**config.mk**
```make
export PLATFORM = sky130hd
export DESIGN_NAME = lagarto_csr_access_unit
export DESIGN_NICKNAME = d
export VERILOG_FILES = /design/src/rtl/riscv_privileged_pkg.sv /design/src/rtl/lagarto_csr_alu.sv /design/src/rtl/lagarto_csr_access_unit.sv
export SDC_FILE = /design/constraint.sdc
export NUM_CORES = 1
export LEC_CHECK = 0
export CAP_MARGIN = 10
export CORE_MARGIN = 5
export CORE_UTILIZATION = 45
export CTS_BUF_LIST = sky130_fd_sc_hd__clkbuf_2 sky130_fd_sc_hd__clkbuf_4 sky130_fd_sc_hd__clkbuf_8
export CTS_CLUSTER_SIZE = 10
export DETAILED_ROUTE_END_ITERATION = 16
export PLACE_DENSITY = 0.81
export SLEW_MARGIN = 15
export SYNTH_ARGS = -nofsm -noshare
export SYNTH_HDL_FRONTEND = slang
export SYNTH_SLANG_ARGS = --single-unit
```
**constraint.sdc**
```tcl
create_clock -name clock_i -period 2.15 [get_ports clock_i]
set_clock_uncertainty 0.05 [all_clocks]
set_input_delay 0.43 -clock clock_i [delete_from_list [all_inputs] [get_ports clock_i]]
set_output_delay 0.43 -clock clock_i [all_outputs]
set_load 0.05 [all_outputs]
```
**src/rtl/riscv_privileged_pkg.sv**
```systemverilog
// Shared CSR command/funct3 encodings for the pipeline-side CSR initiator
// and the exception handler that serves it.
package riscv_privileged_pkg;

    localparam int         CSR_MXLEN      = 64;
    localparam int         CSR_ADDR_WIDTH = 12;
    localparam logic [1:0] CSR_RO_FIELD   = 2'b11;

    typedef enum logic [1:0] {
        CSR_CMD_NONE  = 2'b00,
        CSR_CMD_READ  = 2'b01,
        CSR_CMD_WRITE = 2'b10
    } csr_command_t;

    typedef enum logic [2:0] {
        CSR_RW  = 3'b001,
        CSR_RS  = 3'b010,
        CSR_RC  = 3'b011,
        CSR_RWI = 3'b101,
        CSR_RSI = 3'b110,
        CSR_RCI = 3'b111
    } csr_funct3_t;

    function automatic logic csr_is_swap(input logic [2:0] funct3);
        return (funct3 == CSR_RW) || (funct3 == CSR_RWI);
    endfunction

    function automatic logic csr_is_set(input logic [2:0] funct3);
        return (funct3 == CSR_RS) || (funct3 == CSR_RSI);
    endfunction

    function automatic logic csr_is_clear(input logic [2:0] funct3);
        return (funct3 == CSR_RC) || (funct3 == CSR_RCI);
    endfunction

endpackage

```
**src/rtl/lagarto_csr_alu.sv**
```systemverilog
// Combinational Zicsr write-data computation: swap, set-bits or clear-bits
// against the old CSR value.
module lagarto_csr_alu
    import riscv_privileged_pkg::*;
#(
    parameter int MXLEN = CSR_MXLEN
) (
    input  logic [2:0]       funct3,
    input  logic [MXLEN-1:0] old_value,
    input  logic [MXLEN-1:0] operand,
    output logic [MXLEN-1:0] write_data
);

    always_comb begin
        write_data = operand;
        if (csr_is_set(funct3)) begin
            write_data = old_value | operand;
        end else if (csr_is_clear(funct3)) begin
            write_data = old_value & ~operand;
        end
    end

endmodule

```
**src/rtl/lagarto_csr_access_unit.sv**
```systemverilog
// Holds one Zicsr instruction until commit, then sequences the CSR read/write
// commands toward the exception handler and returns the old value to writeback.
module lagarto_csr_access_unit
    import riscv_privileged_pkg::*;
#(
    parameter int MXLEN            = CSR_MXLEN,
    parameter int RESPONSE_TIMEOUT = 255
) (
    input  logic                      clock_i,
    input  logic                      reset_i,
    input  logic                      req_valid_i,
    output logic                      req_ready_o,
    input  logic [2:0]                req_funct3_i,
    input  logic [CSR_ADDR_WIDTH-1:0] req_address_i,
    input  logic [MXLEN-1:0]          req_operand_i,
    input  logic                      req_rs1_is_zero_i,
    input  logic [4:0]                req_rd_i,
    input  logic                      instruction_is_oldest_i,
    input  logic                      kill_i,
    output csr_command_t              csr_command_o,
    output logic [CSR_ADDR_WIDTH-1:0] csr_address_o,
    output logic [MXLEN-1:0]          csr_write_data_o,
    input  logic [MXLEN-1:0]          csr_read_data_i,
    input  logic                      csr_read_data_valid_i,
    output logic                      result_valid_o,
    input  logic                      result_ready_i,
    output logic [MXLEN-1:0]          result_data_o,
    output logic [4:0]                result_rd_o,
    output logic                      flush_request_o,
    output logic                      illegal_instruction_o,
    output logic                      timeout_error_o
);

    localparam int CNT_W = (RESPONSE_TIMEOUT < 2) ? 1 : $clog2(RESPONSE_TIMEOUT);

    typedef enum logic [2:0] {
        IDLE, WAIT_COMMIT, READ_REQ, READ_WAIT, WRITE_REQ, RESPOND
    } state_t;

    state_t                    state, state_next;
    logic [2:0]                funct3;
    logic [CSR_ADDR_WIDTH-1:0] address;
    logic [MXLEN-1:0]          operand;
    logic [MXLEN-1:0]          old_value;
    logic [MXLEN-1:0]          alu_data;
    logic [4:0]                rd;
    logic                      read_needed;
    logic                      write_needed;
    logic [CNT_W-1:0]          wait_count;
    logic                      flush_pulse;
    logic                      illegal_pulse;
    logic                      timeout_pulse;

    logic commit;
    logic illegal;
    logic read_fire;
    logic read_timeout;

    assign commit       = (state == WAIT_COMMIT) && instruction_is_oldest_i && !kill_i;
    assign illegal      = write_needed && (address[11:10] == CSR_RO_FIELD);
    assign read_fire    = ((state == READ_REQ) || (state == READ_WAIT)) && csr_read_data_valid_i;
    // The READ_REQ cycle does not count: the wait budget covers READ_WAIT cycles only.
    assign read_timeout = (state == READ_WAIT) && !csr_read_data_valid_i
                          && (wait_count == CNT_W'(RESPONSE_TIMEOUT - 1));

    lagarto_csr_alu #(.MXLEN(MXLEN)) u_alu (
        .funct3     (funct3),
        .old_value  (old_value),
        .operand    (operand),
        .write_data (alu_data)
    );

    always_ff @(posedge clock_i) begin
        if (reset_i) begin
            state         <= IDLE;
            funct3        <= '0;
            address       <= '0;
            operand       <= '0;
            old_value     <= '0;
            rd            <= '0;
            read_needed   <= 1'b0;
            write_needed  <= 1'b0;
            wait_count    <= '0;
            flush_pulse   <= 1'b0;
            illegal_pulse <= 1'b0;
            timeout_pulse <= 1'b0;
        end else begin
            state         <= state_next;
            flush_pulse   <= (state == WRITE_REQ);
            illegal_pulse <= commit && illegal;
            timeout_pulse <= read_timeout;
            if (state == IDLE && req_valid_i) begin
                funct3       <= req_funct3_i;
                address      <= req_address_i;
                operand      <= req_operand_i;
                rd           <= req_rd_i;
                old_value    <= '0;
                read_needed  <= !(csr_is_swap(req_funct3_i) && req_rd_i == 5'd0);
                write_needed <= csr_is_swap(req_funct3_i) || !req_rs1_is_zero_i;
            end
            if (read_fire) begin
                old_value <= csr_read_data_i;
            end
            if (state == READ_REQ) begin
                wait_count <= '0;
            end else if (state == READ_WAIT) begin
                wait_count <= wait_count + CNT_W'(1);
            end
        end
    end

    always_comb begin
        state_next = state;
        case (state)
            IDLE: begin
                if (req_valid_i) state_next = WAIT_COMMIT;
            end
            WAIT_COMMIT: begin
                if (kill_i) begin
                    state_next = IDLE;
                end else if (instruction_is_oldest_i) begin
                    if (illegal)           state_next = IDLE;
                    else if (read_needed)  state_next = READ_REQ;
                    else if (write_needed) state_next = WRITE_REQ;
                    else                   state_next = RESPOND;
                end
            end
            READ_REQ, READ_WAIT: begin
                if (csr_read_data_valid_i) begin
                    state_next = write_needed ? WRITE_REQ : RESPOND;
                end else if (state == READ_REQ) begin
                    state_next = READ_WAIT;
                end else if (read_timeout) begin
                    state_next = RESPOND;
                end
            end
            WRITE_REQ: state_next = RESPOND;
            RESPOND: begin
                if (result_ready_i) state_next = IDLE;
            end
            default: state_next = IDLE;
        endcase
    end

    // Gated by reset so a command in flight is never presented during the reset cycle.
    always_comb begin
        csr_command_o    = CSR_CMD_NONE;
        csr_address_o    = '0;
        csr_write_data_o = '0;
        if (!reset_i) begin
            if (state == READ_REQ) begin
                csr_command_o = CSR_CMD_READ;
                csr_address_o = address;
            end else if (state == WRITE_REQ) begin
                csr_command_o    = CSR_CMD_WRITE;
                csr_address_o    = address;
                csr_write_data_o = alu_data;
            end
        end
    end

    assign req_ready_o           = (state == IDLE);
    assign result_valid_o        = (state == RESPOND);
    assign result_data_o         = (state == RESPOND) ? old_value : '0;
    assign result_rd_o           = (state == RESPOND) ? rd : 5'd0;
    assign flush_request_o       = flush_pulse;
    assign illegal_instruction_o = illegal_pulse;
    assign timeout_error_o       = timeout_pulse;

endmodule

```
* After elaboration in Yosys (flattened, before gate mapping) *
Cells that the tools add are included.

storage, ports and cells
  bits in registers = 164
  bits of input ports = 156
  logic and storage cells = 83

cells by class
  add/subtract/negate cells = 1
  eq/ne operators = 17
  mux-type cells = 26
  bitwise operators = 3
  reduce and logical (&&, ||, !) cells = 24

operator list
  kind                   number
  $mux W64               8
  $and A64 B64 Y64       1
  $not A64 Y64           1
  $or A64 B64 Y64        1
  $mux W12               3
  $mux W3                9
  $eq A3 B3 Y1 const B   5
  $pmux W3 S5            1
  $eq A3 B2 Y1 const B   4
  $logic_and A1 B1 Y1    9
  $add A8 B1 Y8 const B  1
  $eq A8 B8 Y1 const B   1
  $eq A3 B1 Y1 const B   2
  $mux W2                3
  $logic_not A5 Y1       1
  $logic_or A1 B1 Y1     5
  $mux W5                1
  $logic_not A1 Y1       4
  $ne A4 B4 Y1 const B   1
  $reduce_and A4 Y1      1
  $reduce_or A2 Y1       2
  $logic_not A3 Y1       1
  $ne A3 B3 Y1 const B   1
  $eq A2 B2 Y1 const B   1
  other kinds (4)        4

* Logic depth before layout (Yosys ltp) *
Gate-level depths: netlist (run 1).

  word-level depth = 7
  depth in mapped cells = 8
  mapped depth without buffers = 6

* By module *
A second synthesis (run 1) with hierarchy kept.

unflattened totals
  cells, all modules = 1059
  area total of the unflattened synthesis = 8042.7 um2

modules (own cells, without submodules)
  module                   instances  cells an instance  area each (um2)  sequential area each (um2)
  lagarto_csr_access_unit  1          916                6995.5           3283.1
  lagarto_csr_alu          1          143                1047.3           0.0

* Least setup slack after synthesis (run 1) *
No wires, ideal clock.

  path type = reg-to-reg
  start point = register state[2]
  end point = register operand[0]
  setup time = 0.070 ns
  data arrival time = 2.533 ns
  slack = -0.504 ns
  stages on the path, launching flop included = 9
  clock period less this slack = 2.654 ns
  cell sequence = dfxtp_1 > buf_2 > nor3_1 > and2_1 > buf_2 > buf_2 > buf_2 > nand2_1 > a21oi_1

on the way
  longest elaborated chain between the ends = 2

ends and longest elaborated chain
  item                      line                           text
  start: declaration        lagarto_csr_access_unit.sv:40  state_t state, state_next;
  start signal: assignment  lagarto_csr_access_unit.sv:88  state <= state_next;
  $logic_not A3 Y1          -
  named net req_ready_o     lagarto_csr_access_unit.sv:12  output logic req_ready_o,
  $logic_and A1 B1 Y1       lagarto_csr_access_unit.sv:92  if (state == IDLE && req_valid_i) begin
  end signal: assignment    lagarto_csr_access_unit.sv:95  operand <= req_operand_i;
  end: declaration          lagarto_csr_access_unit.sv:43  logic [MXLEN-1:0] operand;

The timed path passes the listed nets, and every way through them passes these cells.
A chain may end at the register's enable or synchronous reset.

* Worst setup path after layout (run 1) *
  start point = register state[1]
  end point = output csr_write_data_o[20]

on the way
  longest elaborated chain between the ends = 4
  elaborated cells between the ends (all ways) = 5

ends and longest elaborated chain
  item              line                            text
  $eq A3 B3 Y1      lagarto_csr_access_unit.sv:154  end else if (state == WRITE_REQ) begin
  $mux W64          lagarto_csr_access_unit.sv:154
  $mux W64 *        lagarto_csr_access_unit.sv:151  if (state == READ_REQ) begin
  $mux W64 *        lagarto_csr_access_unit.sv:150  if (!reset_i) begin
  end: declaration  lagarto_csr_access_unit.sv:22   output logic [MXLEN-1:0] csr_write_data_o,

Mark *: on every way between the ends. The rest lies on a longest branch, timed or not.

==> results of run 1 <==
==> sequential cells by signal (all words and copies together) (netlist names) <==
signal	cells
old_value	64
operand	64
address	12
wait_count	8
rd	5
state	3
funct3	2
flush_request_o	1
illegal_instruction_o	1
read_needed	1
timeout_error_o	1
write_needed	1
==> worst paths after layout <==
| check | start | endpoint | cells past startpoint |
|---|---|---|---|
| worst max register to register | state[2] | state[2] | 6 |
| worst min-delay path | address[6] | address[6] | 2 |
| worst max-delay path | state[1] | csr_write_data_o[20] | 6 |
| worst min register to register | address[6] | address[6] | 2 |
==> synthesized netlist by cell type <==
cell and n:
mux2i_1 1, a311oi_1 2, nand2_1 300, a22oi_1 1
buf_6 1, or3_1 1, a221o_1 1, o21ai_0 3
inv_1 6, and2b_1 1, xnor2_1 6, dfxtp_1 163
buf_1 6, nor3_1 10, nor4_1 2, or2b_1 1
nand2b_1 2, nand4_1 1, nand3_1 68, nor2b_1 1
or4b_4 1, or2_2 2, ha_1 2, a21oi_1 217
nand3b_1 5, clkbuf_1 77, or4_1 1, and2_1 83
or3b_1 1, a2bb2oi_1 1, o221ai_1 1, nor2_1 139
a211oi_1 1, o21bai_1 1, buf_2 5, a21oi_2 1
==> area by class of cell <==
cell class,instances,share of cell area
multi-input combinational,857,0.349
timing repair buffer,362,0.345
sequential,163,0.251
clock buffer,22,0.0228
tap,220,0.0211
clock inverter,10,0.00951
inverter,6,0.00192
==> worst max-delay path, delay by kind of cell, from the launching register on <==
family | cells | cell delay [ns]
buffers and inverters | 3 | 0.54
AND/OR/NAND/NOR | 3 | 0.44
flip-flops | 1 | 0.37
==> cells in the final DEF, fill, tap and decap left out, types with 6 or more instances in the layout <==
master,count
nand2_1,297
a21oi_1,208
dfxtp_1,159
clkdlybuf4s50_1,156
buf_6,81
nor2_1,77
nand3_1,68
buf_8,64
and2_4,53
nor2_4,37
buf_12,28
and2_1,26
nor2_2,25
clkbuf_8,21
buf_4,20
a21oi_2,10
nor3_1,7
buf_16,7
clkbuf_16,6
==> layer usage <==
metal | vias up | track usage
met5 | - | 0
li1 | 4221 | -
met2 | 477 | 0.463
met1 | 4294 | 0.321
met3 | 85 | 0.0750
met4 | 0 | 0.0918
==> power breakdown <==
part           switching [mW]  internal (mW)  total, mW
registers               0.290           3.38       3.67
logic                    1.81           1.24       3.05
clock network            1.17           1.18       2.35
total                    3.27           5.81       9.07
==> repair_timing <==
item / in CTS / in global routing
setup buffers: 9 / 5
hold endpoints to repair: 0 / 0
cloned: 7 / 9
gates resized for setup: 127 / 273
pin swaps: 15 / 35
endpoints found under the setup margin: 147 / 148
==> logic make-up (layout without fill, tap and decap cells) <==
logic type,Yosys count,count (layout),synth area share
adders and majority gates,2,2,0.00329
and+or+nand+nor,619,619,0.355
xor gates and xnor gates,6,6,0.00692
buffers and inverters,95,400,0.0488
muxes,1,1,0.00132
DFF,163,163,0.430
AOI/OAI and AO/OA,229,229,0.155
==> impl_metrics.env, run 1 <==
export IMPL_outcome="complete, but fails checks"
export IMPL_violations="setup timing"
export IMPL_drv_slew=0
export IMPL_synth_top_area_cell="dfxtp_1"
export IMPL_ctsHoldBuffers=0
export IMPL_r2r_slack_ns=0.07
export IMPL_max_stage_delay_ns=0.37
export IMPL_initial_utilization=0.458
export IMPL_cpMaxStageDelayCell="dfxtp_4"
export IMPL_gp_congestion=0.881
export IMPL_dr_pass1_iters=5
export IMPL_final_cell_area_sq_um=13000
export IMPL_arrival_ns=1.84
export IMPL_port_buffers=306
export IMPL_fin_ws_ns=-0.166
export IMPL_dp_cells=1579
export IMPL_instances_no_fill=1640
export IMPL_syn_nets=1273
export IMPL_synthTopCellsByArea="dfxtp_1 (43%), nand2_1 (15%), a21oi_1 (14%)"
export IMPL_slew_limit_headroom=0.325
export IMPL_period_share=1.08
export IMPL_overflow=0
export IMPL_avgRoutedWirePerCell_um=19.4
export IMPL_cts_root_buf="clkbuf_8"
export IMPL_setup_violations=147
export IMPL_leakage_nw=4.90
export IMPL_cts_made_buffers=17
export IMPL_drive_gt1_frac=0.270
export IMPL_vias=9077
export IMPL_post_dp_hpwl_mm=17.9
export IMPL_cp_required_ns=1.67
export IMPL_max_freq_ghz=0.432
export IMPL_postSynthAreaPerCell_sq_um=6.81
export IMPL_ir_drop_uv=418
export IMPL_p_total_mw=9.07
export IMPL_nFillCells=1105
export IMPL_grt_pass1_wl_mm=42.5
export IMPL_yosysUniqueCellTypes=36
export IMPL_grt_usage=0.268
export IMPL_insertion_delay_ns=0.45
export IMPL_cp_max_fo=14
export IMPL_met2_length_mm=15.9
export IMPL_place_area_sq_um=10800
export IMPL_rsz0062_at_grt="true"
export IMPL_cts_clk_slew_worst_paths_ns=0.08
export IMPL_drt_met1_wl_mm=11.8
export IMPL_area_growth_pct=71.5
export IMPL_grt_max_degree=89
export IMPL_pre_cts_slack_ns=-0.105
export IMPL_final_core_util=0.785
export IMPL_end_kind="primary output"
export IMPL_cts_buffer_depth=2
export IMPL_wl_met3_mm=3.01
export IMPL_routed_top_layer="met4"
export IMPL_grt_antenna_before_repair=0
export IMPL_drt_total_wl_mm=31.8
export IMPL_die_area_sq_um=19600
export IMPL_io_pins=308
export IMPL_hold_viol_final=0
export IMPL_syn_inst=1115
export IMPL_setup_tns_ns=-12.14
export IMPL_holdWs_ns=0.409
export IMPL_drtAntennaViolNets=0
export IMPL_die_h_um=140
export IMPL_diodes=0
export IMPL_hp_class="flip-flop to flip-flop"
export IMPL_register_area_sq_um=3270
export IMPL_ctsHtreeMaxLevel=4
export IMPL_worst_pin_slew_ns=1.01
export IMPL_nNetsFinal=1565
export IMPL_grt_pass1_vias=8131
export IMPL_ys_seq_elements=163
export IMPL_placementRows=47
export IMPL_vias_per_cell=5.53
export IMPL_synth_top_area_frac=0.430
export IMPL_startpoint_type="flip-flop"
export IMPL_critical_path_class="flip-flop to primary output"
export IMPL_drc=0
export IMPL_clkSinkCount=163
export IMPL_maxCapViolCount=0
export IMPL_finalCriticalPeriod_ns=2.32
export IMPL_power_density_nw_per_um2=697
export IMPL_netlist_area_sq_um=7590
export IMPL_multi_input_area_sq_um=4540
export IMPL_die_w_um=140
export IMPL_dr_first_iter_drc_count=744
export IMPL_cts_tree="done"
export IMPL_core_area_sq_um=16600
export IMPL_ys_seq_area_frac=0.430
export IMPL_crit_chain="nor2_4 -> nand3b_1 -> buf_8 -> buf_16 -> nor2_2 -> buf_6"
export IMPL_yosysWarningCount=0
(Power assumes the default switching activity.)
==> run 2, diff against run 1 <==
--- a/config.mk
+++ b/config.mk
@@ -12,6 +12,7 @@
 export CTS_CLUSTER_SIZE = 10
 export DETAILED_ROUTE_END_ITERATION = 16
 export PLACE_DENSITY = 0.81
+export SETUP_SLACK_MARGIN = 0.4
 export SLEW_MARGIN = 15
 export SYNTH_ARGS = -nofsm -noshare
 export SYNTH_HDL_FRONTEND = slang
==> constraint.sdc (replaced) <==
create_clock -name clock_i -period 2.5 [get_ports clock_i]
set_clock_uncertainty 0.05 [all_clocks]
set_input_delay 0.5 -clock clock_i [delete_from_list [all_inputs] [get_ports clock_i]]
set_output_delay 0.5 -clock clock_i [all_outputs]
set_load 0.05 [all_outputs]
==> impl_metrics.env, run 2 (synthesis results as in run 1) <==
export IMPL_cts_clk_slew_worst_paths_ns=0.09
export IMPL_vias=8834
export IMPL_r2r_end="state[2]"
export IMPL_clkSinkCount=163
export IMPL_insertion_delay_ns=0.45
export IMPL_leakage_nw=4.73
export IMPL_post_dp_hpwl_mm=18.0
export IMPL_ir_drop_uv=357
export IMPL_grt_antenna_before_repair=0
export IMPL_drtAntennaViolNets=0
export IMPL_final_common_cell="nand2_1"
export IMPL_ctsHoldBuffers=0
export IMPL_setup_tns_ns=0
export IMPL_largestRegisters="old_value x64, operand x64, address x12"
export IMPL_r2r_slack_ns=0.47
export IMPL_port_buffers=306
export IMPL_ff2ff_path_depth=5
export IMPL_die_area_sq_um=19600
export IMPL_end_kind="primary output"
export IMPL_nNetsFinal=1555
export IMPL_cp_max_fo=21
export IMPL_rsz0062_at_grt="true"
export IMPL_drt_total_wl_mm=29.7
export IMPL_period_share=0.942
export IMPL_avgRoutedWirePerCell_um=18.2
export IMPL_hold_path_startpoint="address[2]"
export IMPL_area_growth_pct=64.8
export IMPL_io_pins=308
export IMPL_r2r_start="state[1]"
export IMPL_grt_pass1_vias=8346
export IMPL_maxCapViolCount=0
export IMPL_cp_required_ns=1.95
export IMPL_drive_gt1_frac=0.243
export IMPL_slew_limit_headroom=0.237
export IMPL_grt_pass1_wl_mm=43.9
export IMPL_worst_pin_slew_ns=1.14
export IMPL_critical_path_class="flip-flop to primary output"
export IMPL_cts_buffer_depth=2
export IMPL_dr_pass1_iters=5
export IMPL_core_area_sq_um=16600
export IMPL_diodes=0
export IMPL_cts_tree="done"
export IMPL_dp_cells=1578
export IMPL_nFillCells=1241
export IMPL_outcome="complete, no violations"
export IMPL_ctsHtreeMaxLevel=4
export IMPL_power_density_nw_per_um2=609
export IMPL_vias_per_cell=5.42
export IMPL_cts_root_buf="clkbuf_8"
export IMPL_placementRows=47
export IMPL_gp_congestion=0.846
export IMPL_startpoint_type="flip-flop"
export IMPL_overflow=0
export IMPL_initial_utilization=0.458
export IMPL_min_to="address[2]"
export IMPL_drv_slew=0
export IMPL_instances_no_fill=1630
export IMPL_cts_made_buffers=17
export IMPL_grt_usage=0.277
export IMPL_hp_class="flip-flop to flip-flop"
export IMPL_drc=0
export IMPL_grt_max_degree=103
export IMPL_hold_viol_final=0
export IMPL_min_path_cells=2
export IMPL_finalCriticalPeriod_ns=2.35
export IMPL_max_freq_ghz=0.425
export IMPL_dr_first_iter_drc_count=600
export IMPL_die_h_um=140
export IMPL_die_w_um=140
export IMPL_arrival_ns=1.80
export IMPL_layout_common_cells="nand2_1 (296), a21oi_1 (210), dfxtp_1 (159)"
export IMPL_setup_violations=0
run 2: cell count changes in the layout (fill, tap and decap cells not counted), moves of 5 or more:
cell       previous run  this run
buf_8                64        15
buf_4                20        25
buf_6                81       121
and2_1               26        60
clkbuf_16             6         1
and2_4               53        13
nor2_1               77        71
nor2_2               25        34
and2_2                4        10
run 2: power by group:
group | total (mW) | internal, mW | switching (mW)
Sequential | 3.17 | 2.91 | 0.254
Clock | 1.98 | 0.983 | 0.999
Combinational | 2.47 | 1.00 | 1.47
run 2: metal layers:
metal	up-vias	wire, um	global-route usage
li1	4204	-	-
met4	0	1210	0.118
met2	426	14500	0.467
met1	4124	11300	0.331
met5	-	0	0
met3	80	2690	0.0791
run 2: through the flow:
| step | total power, mW | worst slack, ns | util | hold slack [ns] | area (sq um) |
|---|---|---|---|---|---|
| 5_1_grt | 7.99 | 0.0496 | 0.755 | 0.424 | 12500 |
| 6_report | 7.62 | 0.145 | 0.755 | 0.403 | 12500 |
| 4_1_cts | 7.49 | 0.173 | 0.719 | 0.404 | 11900 |
| 3_5_place_dp | 5.30 | 0.124 | 0.656 | 0.392 | 10900 |
| 3_3_place_gp | 5.26 | 0.141 | 0.656 | 0.388 | 10900 |
| 2_1_floorplan | 4.46 | 0.0640 | - | 0.382 | 7760 |
run 2: worst max-delay path: stages (launching register included):
cell,delay [ns]
dfxtp_4,0.39
nor2_4,0.12
nand3b_1,0.12
buf_6,0.19
buf_12,0.19
nor2_2,0.16
buf_6,0.18
run 2: cell type report:
class                           instances  area, sq um  area share
Multi-Input combinational cell        857         4420       0.353
Timing Repair Buffer                  352         4100       0.328
Sequential cell                       163         3280       0.262
Clock buffer                           21          283      0.0226
Tap cell                              220          275      0.0220
Clock inverter                         11          126      0.0101
Inverter                                6         28.8     0.00230
run 2: repair_timing:
item / in CTS / in global routing
gates resized for setup: 123 / 141
cloned: 6 / 2
setup endpoints to repair: 151 / 152
pin swaps: 7 / 8
buffers inserted: 7 / 5
run 2: worst max path at each step:
stage / depth (start not counted) / startpoint / to
6_report: 6 / state[1] / csr_write_data_o[16]
5_1_grt: 6 / state[1] / csr_write_data_o[39]
4_1_cts: 5 / state[0] / csr_address_o[7]
3_5_place_dp: 5 / kill_i / state[2]
3_3_place_gp: 5 / kill_i / state[2]
2_1_floorplan: 5 / reset_i / csr_write_data_o[25]
